==> src/rtl/acc_flag_sequencer.sv <==
// Accumulator and Z/N/C/V flag sequencer wrapped around an external 8-bit add/sub unit.
// Define ACC_ADC_EN to turn opcode 000 into a two-pass add-with-carry (ADC) instead of NOP.
module acc_flag_sequencer #(
    parameter logic [7:0] ACC_RESET = 8'h00
) (
    input  logic       clk,
    input  logic       rst_n,
    input  logic       start,
    input  logic [2:0] opcode,
    input  logic [7:0] operand,
    output logic       busy,
    output logic       done,
    output logic [7:0] acc,
    output logic       flag_z,
    output logic       flag_n,
    output logic       flag_c,
    output logic       flag_v,
    output logic [7:0] add_a,
    output logic [7:0] add_b,
    output logic       add_op,
    input  logic [7:0] add_s,
    input  logic       add_cout,
    input  logic       add_ovf
);

`ifdef ACC_ADC_EN
    localparam bit ADC_EN = 1'b1;
`else
    localparam bit ADC_EN = 1'b0;
`endif

    typedef enum logic [2:0] {
        OP_NOP = 3'b000,
        OP_LDA = 3'b001,
        OP_ADD = 3'b010,
        OP_SUB = 3'b011,
        OP_CMP = 3'b100,
        OP_INC = 3'b101,
        OP_DEC = 3'b110,
        OP_CLR = 3'b111
    } op_e;

    typedef enum logic [1:0] {
        IDLE   = 2'd0,
        ISSUE  = 2'd1,
        ISSUE2 = 2'd2,
        DONE   = 2'd3
    } state_e;

    state_e     state;
    state_e     state_nxt;
    op_e        op_q;
    logic [7:0] operand_q;
    logic       start_adder;
    logic       is_adc;

    // First-pass results held across ISSUE2 for the ADC carry/overflow merge.
    logic [7:0] s1;
    logic       c1;
    logic       a7;
    logic       b7;

    assign is_adc = ADC_EN && (op_q == OP_NOP);
    assign busy   = (state != IDLE);
    assign done   = (state == DONE);

    always_comb begin
        // NOTE: default first so no path leaves the output unassigned (no latch).
        start_adder = 1'b0;
        case (op_e'(opcode))
            OP_ADD, OP_SUB, OP_CMP, OP_INC, OP_DEC: start_adder = 1'b1;
            OP_NOP:                                 start_adder = ADC_EN;
            default:                                start_adder = 1'b0;
        endcase
    end

    always_comb begin
        state_nxt = state;
        case (state)
            IDLE:    if (start) state_nxt = start_adder ? ISSUE : DONE;
            ISSUE:   state_nxt = is_adc ? ISSUE2 : DONE;
            ISSUE2:  state_nxt = DONE;
            DONE:    state_nxt = IDLE;
            default: state_nxt = IDLE;
        endcase
    end

    always_comb begin
        add_a  = acc;
        add_b  = 8'h00;
        add_op = 1'b0;
        if (state == ISSUE) begin
            case (op_q)
                OP_ADD: add_b = operand_q;
                OP_SUB,
                OP_CMP: begin
                    add_b  = operand_q;
                    add_op = 1'b1;
                end
                OP_INC: add_b = 8'h01;
                OP_DEC: begin
                    add_b  = 8'h01;
                    add_op = 1'b1;
                end
                OP_NOP: if (ADC_EN) add_b = operand_q;
                default: ;
            endcase
        end else if (ADC_EN && state == ISSUE2) begin
            // Second ADC pass folds the old carry into the first-pass sum.
            add_a = s1;
            add_b = {7'b0, flag_c};
        end
    end

    always_ff @(posedge clk) begin
        // NOTE: sequential state uses non-blocking assignments so every register sees pre-edge values.
        if (!rst_n) begin
            state     <= IDLE;
            acc       <= ACC_RESET;
            flag_z    <= 1'b0;
            flag_n    <= 1'b0;
            flag_c    <= 1'b0;
            flag_v    <= 1'b0;
            op_q      <= OP_NOP;
            operand_q <= 8'h00;
            s1        <= 8'h00;
            c1        <= 1'b0;
            a7        <= 1'b0;
            b7        <= 1'b0;
        end else begin
            state <= state_nxt;
            case (state)
                IDLE: begin
                    if (start) begin
                        op_q      <= op_e'(opcode);
                        operand_q <= operand;
                        if (op_e'(opcode) == OP_LDA) begin
                            acc    <= operand;
                            flag_z <= (operand == 8'h00);
                            flag_n <= operand[7];
                        end else if (op_e'(opcode) == OP_CLR) begin
                            acc    <= 8'h00;
                            flag_z <= 1'b1;
                            flag_n <= 1'b0;
                            flag_c <= 1'b0;
                            flag_v <= 1'b0;
                        end
                    end
                end
                ISSUE: begin
                    if (is_adc) begin
                        s1 <= add_s;
                        c1 <= add_cout;
                        a7 <= acc[7];
                        b7 <= operand_q[7];
                    end else begin
                        if (op_q != OP_CMP) acc <= add_s;
                        flag_z <= (add_s == 8'h00);
                        flag_n <= add_s[7];
                        flag_c <= add_cout;
                        flag_v <= add_ovf;
                    end
                end
                ISSUE2: begin
                    if (ADC_EN) begin
                        acc    <= add_s;
                        flag_z <= (add_s == 8'h00);
                        flag_n <= add_s[7];
                        flag_c <= c1 | add_cout;
                        flag_v <= (a7 == b7) && (add_s[7] != a7);
                    end
                end
                default: ;
            endcase
        end
    end

endmodule
==> config.mk <==
export PLATFORM = sky130hd
export DESIGN_NAME = acc_flag_sequencer
export DESIGN_NICKNAME = d
export VERILOG_FILES = /design/src/rtl/acc_flag_sequencer.sv
export SDC_FILE = /design/constraint.sdc
export NUM_CORES = 1
export LEC_CHECK = 0
export CAP_MARGIN = 15
export CORE_MARGIN = 2
export CORE_UTILIZATION = 39
export CTS_CLUSTER_DIAMETER = 40
export DETAILED_ROUTE_END_ITERATION = 8
export PLACE_DENSITY = 0.73
export SETUP_SLACK_MARGIN = 0.4
export SYNTH_ARGS = -nofsm -noshare
export SYNTH_HDL_FRONTEND = slang
export SYNTH_SLANG_ARGS = --single-unit
export TNS_END_PERCENT = 20
==> constraint.sdc <==
create_clock -name clk -period 1.6 [get_ports clk]
set_clock_uncertainty 0.1 [all_clocks]
set_input_delay 0.32 -clock clk [delete_from_list [all_inputs] [get_ports clk]]
set_output_delay 0.32 -clock clk [all_outputs]
set_load 0.02 [all_outputs]
==> run metrics <==
Least-Margin Pin Slew=0.2854 ns; global-route wire length before repair=6644 µm; gr ovfl total=0; post-synthesis sequential area ratio=35.59%; Mapped Nets=197; Power Dens Cells=830.6 mW/mm²; Top delay family on crit path=buffers and inverters; WHS=0.3616 ns; TritonRoute pass-1 iters=4; Worst Path Arrival=1.43 ns; Worst slew margin=80.79%; total CTS buffers=3; WP buf/inv=6; pin count of the biggest net entering global routing=26; Initial Utilization=41.49%; Final Critical Period=1.853 ns; htree depth=1; I/O pins=55; Hold Crit Class=reg -> reg; Longest Clk Path Bufs=2; Synth top area share=35.59%; R2R cell count=9; Final ANT Viol Nets=0; Fmax=0.5397 GHz; Worst IR Drop VDD=0.0003990 V; worst setup margin=-0.2528 ns; vias in the first global route=1460; Die ar.=0.004102 mm²; IO buf count=54; final worst path period share=115.8%; WL per Instance=14.21 µm; Die Wd=64.05 µm; failing checks=negative setup slack; ant diodes=0; clock latency on the worst-skew pair=0.33 ns; status=complete, but fails checks; # rows=21; Crit path depth=7; Mean Syn Cell Area=8.322 µm²; number of antenna violations at the first check in global routing=0; Worst Path Max Fanout=5; hold buffer count at CTS=0; max_cap viols=0; final core occ=71.24%; initial detailed-routing violation count=75; WS Path Type=reg -> out; GRT Overall Usage=20.38%; Core Footprint=0.003390 mm²; RSZ-0062 raised after global routing=true; Leakage=1.104 nW; Final Wtd Congestion=0.8346; slowest cell on the critical path=dfxtp_2; Worst setup EP type=primary output; most common cell in the netlist=nand2_1; Critical Path RT=1.18 ns; crit path cell chain=inv_2, buf_4, buf_4, buf_6, ha_4, inv_4, buf_6; flops & latches, synth=25; Clock transition at path regs=0.14 ns; Post-synth top flop=dfxtp_1; Die Ht=64.05 µm; Vias=1502; Root Buffer=clkbuf_4; vias per cell=5.074; Gate Count Post-Synth=169; Nets=279; worst stage delay on the critical path=0.37 ns; Ys Warns=0; TritonCTS clock tree=built; post-synth cell types=37; Area contributors post-synth=dfxtp_1 36%, nand2_1 9.3%, o211a_1 7.1%; share of flip-flops with an asynchronous set or reset=0%; HPWL after DPL=2995 µm; leading area contributor after synthesis=dfxtp_1; commonest cells in the netlist=35 x nand2_1, 25 x dfxtp_1, 12 x a21boi_1; CP startpoint kind=flop; Final Max Slew Viols=0; Final Hold Vio Count=0; DRC Markers=0; WHS Path Cells=2; layout cells sized above 1=46.00%; Post-synth EDFFs=0; synthesized area=0.001406 mm²; final setup vio count=23; Area Growth Syn to Fin=71.71%; DRT Wirelength=4205 µm; Sink Count=25
[worst register-to-register path, stage by stage (launching register included)]
cell and delay, ns:
dfxtp_2 0.37, inv_2 0.05, buf_4 0.12, buf_4 0.12, buf_6 0.11, ha_4 0.18
and2_4 0.15, a22o_4 0.24, and3_4 0.17, o21a_1 0.15
[what timing repair did]
action | CTS | global route
pin swaps | 10 | 5
setup endpoints to repair | 56 | 56
gates resized for setup | 150 | 41
gates cloned | 0 | 1
buffers inserted | 6 | 3
[path summary, 6_finish.rpt]
| kind | slack, ns | from | end |
|---|---|---|---|
| max | -0.25 | state[1] | busy |
| min reg2reg | 0.36 | operand_q[6] | operand_q[6] |
| max reg2reg | -0.24 | state[1] | flag_c |
| min | 0.36 | operand_q[6] | operand_q[6] |
[sequential cells by signal, indices dropped and copies added (netlist names)]
| signal | flops |
|---|---|
| acc | 8 |
| operand_q | 8 |
| op_q | 3 |
| state | 2 |
| flag_c | 1 |
| flag_n | 1 |
| flag_v | 1 |
| flag_z | 1 |
[report_power, final]
| part | internal [W] | leakage, nW | switching [W] | total [W] |
|---|---|---|---|---|
| combinational | 0.000499 | 0.880 | 0.000459 | 0.000958 |
| sequential | 0.000699 | 0.207 | 0.0000538 | 0.000753 |
| clock | 0.0000939 | 0.0177 | 0.000202 | 0.000295 |
[per-stage QoR]
step	TNS [ns]	total power [W]	area, µm²	instances	setup WS (ns)
2_1_floorplan	0	0.001244	1489	169	0.09987
3_3_place_gp	-5.249	0.001585	2216	282	-0.2941
3_5_place_dp	-5.817	0.001607	2216	282	-0.3091
4_1_cts	-2.851	0.001936	2340	292	-0.2623
5_1_grt	-5.589	0.002098	2415	296	-0.3104
6_report	-4.252	0.002006	2415	296	-0.2528
[metal layers]
layer	track usage, %	routed length [µm]	vias up	share of wire [%]
li1	-	-	742	-
met1	24.75	1716	709	41
met2	37.37	2285	47	54
met3	2.289	168	4	4.0
met4	5.978	35	0	0.83
met5	0	0	-	0
[cells in the final DEF, fill, tap and decap left out, drive strengths merged]
cell,Yosys,layout
nor4,3,3
nor2b,2,2
xor2,1,1
o211a,10,10
and2,10,10
and3,3,3
a21o,1,1
nor2,4,4
nor3,2,2
clkinv,0,1
a31oi,1,1
o2bb2ai,1,1
nand4,7,7
buf,13,67
a22oi,1,1
nand3,5,5
clkdlybuf4s50,0,23
o221ai,1,1
a22o,1,1
nand2,35,35
o21ai,2,2
clkdlybuf4s15,0,2
clkbuf,5,6
o21a,2,2
nor3b,2,2
mux2i,2,2
nand2b,1,1
inv,5,5
dfxtp,25,25
ha,4,4
a21boi,12,12
a21oi,1,1
nand3b,7,7
[cell families (layout without fill, tap and decap cells)]
kind of cell	count (synthesis)	in the layout	synth area share (%)
buffers and inverters	23	104	9.163
AO/OA/AOI/OAI	33	33	19.48
multiplexers	2	2	1.424
flip-flops	25	25	35.59
adder cells (fa/ha/maj)	4	4	3.559
XOR/XNOR	1	1	0.6229
AND/OR/NAND/NOR	81	81	30.16
[area by class of cell]
| class | instances | area, µm² |
|---|---|---|
| fillers | 265 | 974.7 |
| multi-input cells | 121 | 928.4 |
| repair buffers | 95 | 870.8 |
| flip-flops and latches | 25 | 509.2 |
| well taps | 46 | 57.56 |
| clock buffers | 3 | 22.52 |
| inverters | 5 | 21.27 |
| clock inverters | 1 | 5.005 |
Note: power is estimated with default switching activity, not from simulation.
